## src/rtl/uart_tx.sv

```systemverilog
`default_nettype none
// ============================================================================
// Module   : uart_tx
// Brief    : FIFO-buffered UART transmitter with CTS flow control, 8N1 frames;
//            define UART_TX_PARITY_EN for 8E1 frames with an even-parity bit.
// Revision : 1.0 - initial release
// ============================================================================
module uart_tx #(
  parameter int BAUD_COUNT = 645,
  parameter int FIFO_DEPTH = 4
) (
  input  logic                          clk,
  input  logic                          rst_n,
  input  logic [7:0]                    data_in,
  input  logic                          valid_in,
  output logic                          ready_out,
  input  logic                          cts_n_in,
  output logic                          tx_out,
  output logic                          busy_out,
  output logic [$clog2(FIFO_DEPTH):0]   count_out
);

  localparam int                 c_AW       = $clog2(FIFO_DEPTH);
  localparam int                 c_BW       = (BAUD_COUNT > 1) ? $clog2(BAUD_COUNT) : 1;
  localparam logic [c_BW-1:0]    c_BAUD_MAX = c_BW'(BAUD_COUNT - 1);
  localparam logic [c_AW:0]      c_FULL     = (c_AW + 1)'(FIFO_DEPTH);

  typedef enum logic [2:0] {
    S_IDLE   = 3'd0,
    S_START  = 3'd1,
    S_DATA   = 3'd2,
`ifdef UART_TX_PARITY_EN
    S_PARITY = 3'd3,
`endif
    S_STOP   = 3'd4
  } state_t;

  state_t            r_state;
  state_t            w_state_nxt;
  logic [c_BW-1:0]   r_baud;
  logic [c_BW-1:0]   w_baud_nxt;
  logic [2:0]        r_bit;
  logic [2:0]        w_bit_nxt;
  logic              r_tx;
  logic              w_tx_nxt;
  logic [7:0]        r_shift;
  logic              w_shift_en;
  logic [7:0]        r_mem [FIFO_DEPTH];
  logic [c_AW-1:0]   r_wr_ptr;
  logic [c_AW-1:0]   r_rd_ptr;
  logic [c_AW:0]     r_count;
  logic              w_push;
  logic              w_pop;
  logic              w_baud_end;
  logic              w_can_start;
`ifdef UART_TX_PARITY_EN
  logic              r_parity;
`endif

  assign ready_out   = (r_count < c_FULL);
  assign w_push      = valid_in & ready_out;
  assign w_baud_end  = (r_baud == c_BAUD_MAX);
  // CTS is only consulted here, at the frame-start decision.
  assign w_can_start = (r_count != '0) & ~cts_n_in;

  assign tx_out    = r_tx;
  assign busy_out  = (r_state != S_IDLE) | (r_count != '0);
  assign count_out = r_count;

  always_comb begin
    w_state_nxt = r_state;
    w_baud_nxt  = r_baud;
    w_bit_nxt   = r_bit;
    w_tx_nxt    = r_tx;
    w_pop       = 1'b0;
    w_shift_en  = 1'b0;
    if (r_state != S_IDLE) begin
      w_baud_nxt = w_baud_end ? '0 : r_baud + c_BW'(1);
    end
    case (r_state)
      S_IDLE: begin
        w_baud_nxt = '0;
        w_tx_nxt   = 1'b1;
        if (w_can_start) begin
          w_pop       = 1'b1;
          w_state_nxt = S_START;
          w_tx_nxt    = 1'b0;
        end
      end
      S_START: begin
        if (w_baud_end) begin
          w_state_nxt = S_DATA;
          w_bit_nxt   = '0;
          w_tx_nxt    = r_shift[0];
        end
      end
      S_DATA: begin
        if (w_baud_end) begin
          w_shift_en = 1'b1;
          if (r_bit == 3'd7) begin
`ifdef UART_TX_PARITY_EN
            w_state_nxt = S_PARITY;
            w_tx_nxt    = r_parity;
`else
            w_state_nxt = S_STOP;
            w_tx_nxt    = 1'b1;
`endif
          end else begin
            w_bit_nxt = r_bit + 3'd1;
            w_tx_nxt  = r_shift[1];
          end
        end
      end
`ifdef UART_TX_PARITY_EN
      S_PARITY: begin
        if (w_baud_end) begin
          w_state_nxt = S_STOP;
          w_tx_nxt    = 1'b1;
        end
      end
`endif
      S_STOP: begin
        if (w_baud_end) begin
          if (w_can_start) begin
            w_pop       = 1'b1;
            w_state_nxt = S_START;
            w_tx_nxt    = 1'b0;
          end else begin
            w_state_nxt = S_IDLE;
            w_tx_nxt    = 1'b1;
          end
        end
      end
      default: begin
        w_state_nxt = S_IDLE;
        w_tx_nxt    = 1'b1;
      end
    endcase
  end

  always_ff @(posedge clk or negedge rst_n) begin
    if (!rst_n) begin
      r_state <= S_IDLE;
      r_baud  <= '0;
      r_bit   <= '0;
      r_tx    <= 1'b1;
    end else begin
      r_state <= w_state_nxt;
      r_baud  <= w_baud_nxt;
      r_bit   <= w_bit_nxt;
      r_tx    <= w_tx_nxt;
    end
  end

  always_ff @(posedge clk or negedge rst_n) begin
    if (!rst_n) begin
      r_wr_ptr <= '0;
      r_rd_ptr <= '0;
      r_count  <= '0;
      r_shift  <= '0;
`ifdef UART_TX_PARITY_EN
      r_parity <= 1'b0;
`endif
    end else begin
      if (w_push) r_wr_ptr <= r_wr_ptr + c_AW'(1);
      if (w_pop)  r_rd_ptr <= r_rd_ptr + c_AW'(1);
      case ({w_push, w_pop})
        2'b10:   r_count <= r_count + (c_AW + 1)'(1);
        2'b01:   r_count <= r_count - (c_AW + 1)'(1);
        default: r_count <= r_count;
      endcase
      if (w_pop) begin
        r_shift <= r_mem[r_rd_ptr];
      end else if (w_shift_en) begin
        r_shift <= {1'b0, r_shift[7:1]};
      end
`ifdef UART_TX_PARITY_EN
      if (w_pop) r_parity <= ^r_mem[r_rd_ptr];
`endif
    end
  end

  // Storage needs no reset: occupancy and pointers define what is valid.
  always_ff @(posedge clk) begin
    if (w_push) r_mem[r_wr_ptr] <= data_in;
  end

endmodule
`default_nettype wire
```

## config.mk

```make
export PLATFORM = sky130hd
export DESIGN_NAME = uart_tx
export DESIGN_NICKNAME = d
export VERILOG_FILES = /design/src/rtl/uart_tx.sv
export SDC_FILE = /design/constraint.sdc
export NUM_CORES = 1
export LEC_CHECK = 0
export BUFFER_PORTS_ARGS = -buffer_cell sky130_fd_sc_hd__buf_2
export CAP_MARGIN = 20
export CORE_UTILIZATION = 45
export CTS_CLUSTER_SIZE = 40
export DETAILED_ROUTE_END_ITERATION = 16
export GPL_TIMING_DRIVEN = 0
export SETUP_SLACK_MARGIN = 0.4
export SKIP_LAST_GASP = 1
export SLEW_MARGIN = 20
export SYNTH_ARGS = -nofsm -noshare
export SYNTH_HDL_FRONTEND = slang
export SYNTH_SLANG_ARGS = --single-unit
```

## constraint.sdc

```tcl
create_clock -name clk -period 5 [get_ports clk]
set_clock_uncertainty 0.15 [all_clocks]
set_input_delay 0.5 -clock clk [delete_from_list [all_inputs] [get_ports clk]]
set_output_delay 0.5 -clock clk [all_outputs]
set_load 0.02 [all_outputs]
```

==> After elaboration in Yosys (flattened, before gate mapping) <==
Memory sizes are Yosys's and may differ from the RTL's.
Cells that the tools add are included.
{ "classes": {"mux": 30, "n_reduce_logical": 10, "add_sub_neg": 6, "n_eq_ne": 13, "n_lt_le_gt_ge": 1, "n_bitwise": 4} }
{ "op_table": {"columns": ["op", "n"], "rows": [
  ["10-bit two-way mux", 3],
  ["3-bit two-way mux", 8],
  ["8-bit two-way mux", 2],
  ["1-bit two-way mux", 12],
  ["2-bit != test (second input constant)", 6],
  ["3-bit case mux with 2 select lines", 2],
  ["3-bit case mux with 4 select lines", 1],
  ["10-bit by 1-bit adder with 10-bit output (second input constant)", 1],
  ["10-bit == test (second input constant)", 1],
  ["2-bit nonzero test", 4],
  ["3-bit by 1-bit adder with 3-bit output (second input constant)", 2],
  ["3-bit == test (second input constant)", 2],
  ["3-bit nonzero test", 2],
  ["5-bit AND reduction", 1],
  ["2-bit by 1-bit adder with 2-bit output (second input constant)", 2],
  ["1-bit case mux with 4 select lines", 1],
  ["4-bit AND reduction", 1],
  ["3-bit by 1-bit == test with 1-bit output (second input constant)", 1],
  ["3-bit by 2-bit == test with 1-bit output (second input constant)", 1],
  ["3-bit logical NOT", 1],
  ["3-bit < comparator (second input constant)", 1],
  ["3-bit AND reduction", 1],
  ["3-bit by 1-bit subtractor with 3-bit output (second input constant)", 1],
  ["1-bit bitwise AND", 2],
  ["5 further kinds", 5]
]} }
{ "totals": {"mem_count": 1, "out_inout_bits": 6, "ramBits": 32, "elab_cells": 73, "register_bits": 32} }
{ "memory_table": {"columns": ["memory", "words", "width", "rd", "rd_clocked_by_memory_dff", "wr", "line", "text"], "rows": [
  ["r_mem", 4, 8, 1, 0, 1, "48", "logic [7:0] r_mem [FIFO_DEPTH];"]
]} }

==> Logic depth before layout (Yosys ltp) <==
{ "depth": {"depth_word": 7, "depth_mapped": 13} }

==> Least setup slack after synthesis <==
Ideal clock, no wire load.
{ "synth_path": {"path_type": "register to register", "start": "register r_baud[0]", "end": "register r_count[2], in the netlist count_out[2]", "arrival_ns": 2.466, "stages_incl_launch_ff": 14, "slack_ns": 2.304, "path_cell_list": "dfrtp_1 inv_1 ha_1 nor3b_4 a31oi_4 or3_1 buf_6 inv_1 ha_1 inv_1 fa_1 xor2_1 nor2_1 xnor2_1"} }
{ "synth_via": {"elab_chain_len": 5} }
{ "synth_lines": {"columns": ["element", "line", "text"], "rows": [
  ["from (decl)", "40", "logic [c_BW-1:0] r_baud;"],
  ["from (signal assigned)", "149", "r_baud <= w_baud_nxt;"],
  ["10-bit == test (*)", "62", "assign w_baud_end = (r_baud == c_BAUD_MAX);"],
  ["1-bit two-way mux (*)", "123", "if (w_baud_end) begin"],
  ["1-bit case mux with 2 select lines (*)", "80", "case (r_state)"],
  ["2-bit by 1-bit == test with 1-bit output or 2-bit == test (tied branches)", "167", "case ({w_push, w_pop})"],
  ["3-bit case mux with 2 select lines or 2-bit nonzero test (tied branches)", null, null],
  ["to (signal assigned)", "168", "2'b10: r_count <= r_count + (c_AW + 1)'(1);"],
  ["to (signal assigned)", "169", "2'b01: r_count <= r_count - (c_AW + 1)'(1);"],
  ["to (signal assigned)", "170", "default: r_count <= r_count;"],
  ["to (decl)", "51", "logic [c_AW:0] r_count;"]
]} }
Every way passes the cells marked *; elsewhere a longest branch is shown, timed or not.
A chain may end at the register's enable or synchronous reset.

==> Final worst setup path <==
Ends and elaborated chain as after synthesis.

==> out/summary.md <==
The run finished with clean final reports. The tools report the required time of the critical path as 5.11 ns. The data arrival time of the worst path is 3.02 ns. Summing over every cut layer, the via total after detailed routing is 1,643. The post-route setup TNS was 0 ns; the peak supply drop was 0.2484 mV. Once the clock tree was built, the resizer swapped 0 gates to a different size.

The remaining design rule violation count was 0. For the maximum level of the CTS H-tree, the log shows 3. Buffers added to address setup during post-CTS repair amount to 0. STA classifies the critical path startpoint as a flip-flop. Once the floorplan was initialized, standard cells occupied 46.61% of the core. The transition time of the tightest slew-check pin is 0.7674 ns, and the number of unique standard cell types used by synthesis is 47.

The tools report the hold buffer count at cts as 0. The area occupied by registers is 1763 um^2, and the count of flip-flops with a built-in enable after synthesis is 32. The worst-skew pair later-pin latency is 0.34 ns, and the number of synthesized register bits is 64. The register-to-register setup slack was 2.09 ns; the cell area after synthesis was 2943 um^2. The origin of the critical flop-to-flop path is r_baud[0].

Setup violations remaining at the end of the flow were counted as 0. The net count of the finished layout is 261. The run gives 305 as the cell count after placement.

The chip width is 82.87 um. For this block, the initial DRC count from the detailed router was 85. Hold violation total from the final report: 0. OpenSTA, run right after detailed placement, puts the worst setup slack at 2.096 ns. The final count of pins violating max slew was 0; the time the worst path needs with I/O delays and setup was 2.906 ns. For this run, the detailed router's first-pass iteration total came to 4. The number of antenna repair diodes is 0, and the count of input and output buffers is 17. Setup repair after global routing left no endpoint under its margin. The logs give 9 for the total CTS buffers and 1.388 nW for the leakage component of the power. Worst min-delay path class: in2async. The HPWL after detailed placement is 3110 um. TritonCTS built the clock tree. Clock-pin slew was measured on the worst setup and hold paths at 0.08 ns. The total overflow left after global routing is 0.

Counting cells, the worst reg-to-reg path comes to 13. Among all stages on the critical path, the largest delay is contributed by dfrtp_1. The weighted congestion at the end of routability-driven global placement is 0.7575, and the post-synthesis average cell area is 13.95 um^2. After detailed routing, the total wire length is 4619 um. Counting flops with an async set or reset pin after synthesis yields a share of 50.00%.

The tools report the max-slew headroom at the worst pin as 48.53%. The critical path goes through inv_1 > ha_1 > nor3b_4 > a31oi_4 > or3_1 > buf_6 > inv_1 > ha_1 > inv_1 > fa_1 > xor2_1 > nor2_1 > xnor2_1. Pin placement for this block handled 18 I/O pins.

The most instantiated library cell after synthesis is edfxtp_1. The dominant cell type by count on the critical path was inv_1. The root buffer cell chosen for the clock tree is clkbuf_8. The run gives 1087 um^2 as the total area of multi-input combinational cells. Entering global routing, the biggest net connects 33 pins.

Relative to the synthesized area, the layout overhead comes to 14.03%. The endpoint identified for the worst register-to-register timing path is count_out[2]. Dividing the detail-routed wire length by the instance count gives 14.39 um. In the synthesized netlist the dominant register cell turns out to be edfxtp_1. The run gives 0 as the initial antenna violation count. The cell type group with the largest total delay on the critical path was simple AND/OR/NAND/NOR gates.

For the number of instances in the synthesized netlist, the log shows 211. Of all nets on the critical path, the largest fanout is 10. Counting every net in the synthesized netlist gives 233. The global-route wire length before repair is 7866 um. The register area share after synthesis was 59.91%; the fraction of layout instances using a drive strength above 1 was 26.64%. Power spread over the standard cell area amounts to 389.3 nW/um^2. The kind of critical path was reg2reg.

On the worst path, the slowest cell contributes a delay of 0.42 ns. The area share of the largest cell type after synthesis was 32.65%. The number of buffers on the longest clock path is 2. The run gives 321 as the non-filler instance count after layout. The via count of the first global-routing pass came out at 1,633. The number of buffers and inverters on the critical path is 4, and the via density per instance is 5.118. Once routing completed, OpenROAD measured the worst setup slack at 2.094 ns. Across the run, the number of max-cap violations was 0.

The die covers 6867 um^2. Clock sink count: 64. Sorting the synthesized cells by area gives the leading types as edfxtp_1, dfrtp_1, mux4_2.

The fmax is 344.2 MHz, and the aggregate global-route resource usage is 15.16%. Startpoint of the worst setup timing path: r_baud[0]. The category of the worst setup path capture point is a flip-flop. In this run the remaining antenna-violating nets after routing total 0. Yosys printed 0 warnings.

Sorting the synthesized cells by how often they occur yields edfxtp_1, dfrtp_1, nor2_1, inv_1. The post-route fraction of the period consumed by the critical path was 58.11%. The vertical extent of the die was 82.87 um.

The number of core rows was 29. Of all cell types, the one taking the most synthesized area is edfxtp_1. The logs give 6314 um^2 for the core region area and 529 for the filler cell count.
## power breakdown
part | switching [mW] | total [mW] | internal, mW
registers | 0.0249 | 0.640 | 0.615
clock network | 0.214 | 0.500 | 0.285
logic | 0.105 | 0.167 | 0.0620
## sequential cells by signal, indices dropped and copies added (netlist names)
name / count
r_mem: 32
r_baud: 10
r_shift: 8
count_out: 3
r_bit: 3
r_state: 3
r_rd_ptr: 2
r_wr_ptr: 2
tx_out: 1
## worst max path at each step
stage,to,slack (ns),cells after the start
2_1_floorplan,count_out[2],2.30,13
3_3_place_gp,count_out[2],2.14,13
3_5_place_dp,count_out[2],2.10,13
4_1_cts,count_out[2],2.07,13
5_1_grt,count_out[2],1.89,13
6_report,count_out[2],2.09,13
## metal layers
layer	routed length (um)	share of wire (%)	vias to the layer above	global-route usage (%)
li1	-	-	818	-
met1	2190	47	791	19.37
met4	111	2.4	0	9.404
met3	123	2.7	9	3.678
met2	2193	47	25	23.32
met5	0	0	-	0
## logic make-up after synthesis
group	Yosys count	share of synthesized area [%]
xor+xnor	15	4.464
fa+ha+maj	10	4.507
mux	21	11.65
buf+inv	23	3.316
compound gates	20	5.230
flops	64	59.91
simple gates	58	10.93
## area by class of cell
| class | instances | area share (%) |
|---|---|---|
| Buffer | 8 | 1.230 |
| Timing Repair Buffer | 17 | 2.535 |
| Clock buffer | 9 | 3.691 |
| Clock inverter | 7 | 3.057 |
| Sequential cell | 64 | 52.54 |
| Inverter | 15 | 1.678 |
| Tap cell | 77 | 2.871 |
| Multi-Input combinational cell | 124 | 32.40 |
## through the flow
stage | hold slack (ns) | power [mW] | util, % | instance area [um^2]
after floorplan | 0.05441 | 0.7617 | - | 2943
after global placement | 0.3395 | 0.8167 | 49.48 | 3124
after detailed placement | 0.3441 | 0.8229 | 49.56 | 3129
after CTS | 0.07667 | 1.329 | 53.15 | 3356
after global routing | 0.1146 | 1.372 | 53.15 | 3356
final | 0.05488 | 1.306 | 53.15 | 3356
## placed cells by master (no fill, tap or decap), types with 2 or more instances in the layout
| master | synthesis | final |
|---|---|---|
| a21oi_1 | 3 | 3 |
| a22o_1 | 2 | 2 |
| a22oi_1 | 2 | 2 |
| a31o_2 | 2 | 2 |
| and2_1 | 4 | 4 |
| buf_2 | 3 | 20 |
| bufinv_16 | 0 | 2 |
| clkbuf_1 | 4 | 4 |
| clkbuf_8 | 0 | 9 |
| clkinv_4 | 0 | 2 |
| dfrtp_1 | 31 | 31 |
| edfxtp_1 | 32 | 32 |
| ha_1 | 9 | 9 |
| inv_1 | 15 | 15 |
| inv_6 | 0 | 2 |
| mux2_2 | 6 | 6 |
| mux2_4 | 5 | 5 |
| mux2i_1 | 2 | 2 |
| mux4_2 | 8 | 8 |
| nand2_1 | 11 | 11 |
| nand3_1 | 4 | 4 |
| nand4_1 | 2 | 2 |
| nand4b_1 | 2 | 2 |
| nor2_1 | 16 | 16 |
| nor2b_1 | 2 | 2 |
| nor3_1 | 3 | 3 |
| o21ai_0 | 3 | 3 |
| o22ai_1 | 2 | 2 |
| or3_1 | 3 | 3 |
| xnor2_1 | 11 | 11 |
| xor2_1 | 4 | 4 |
Note: power is estimated with default switching activity, not from simulation.
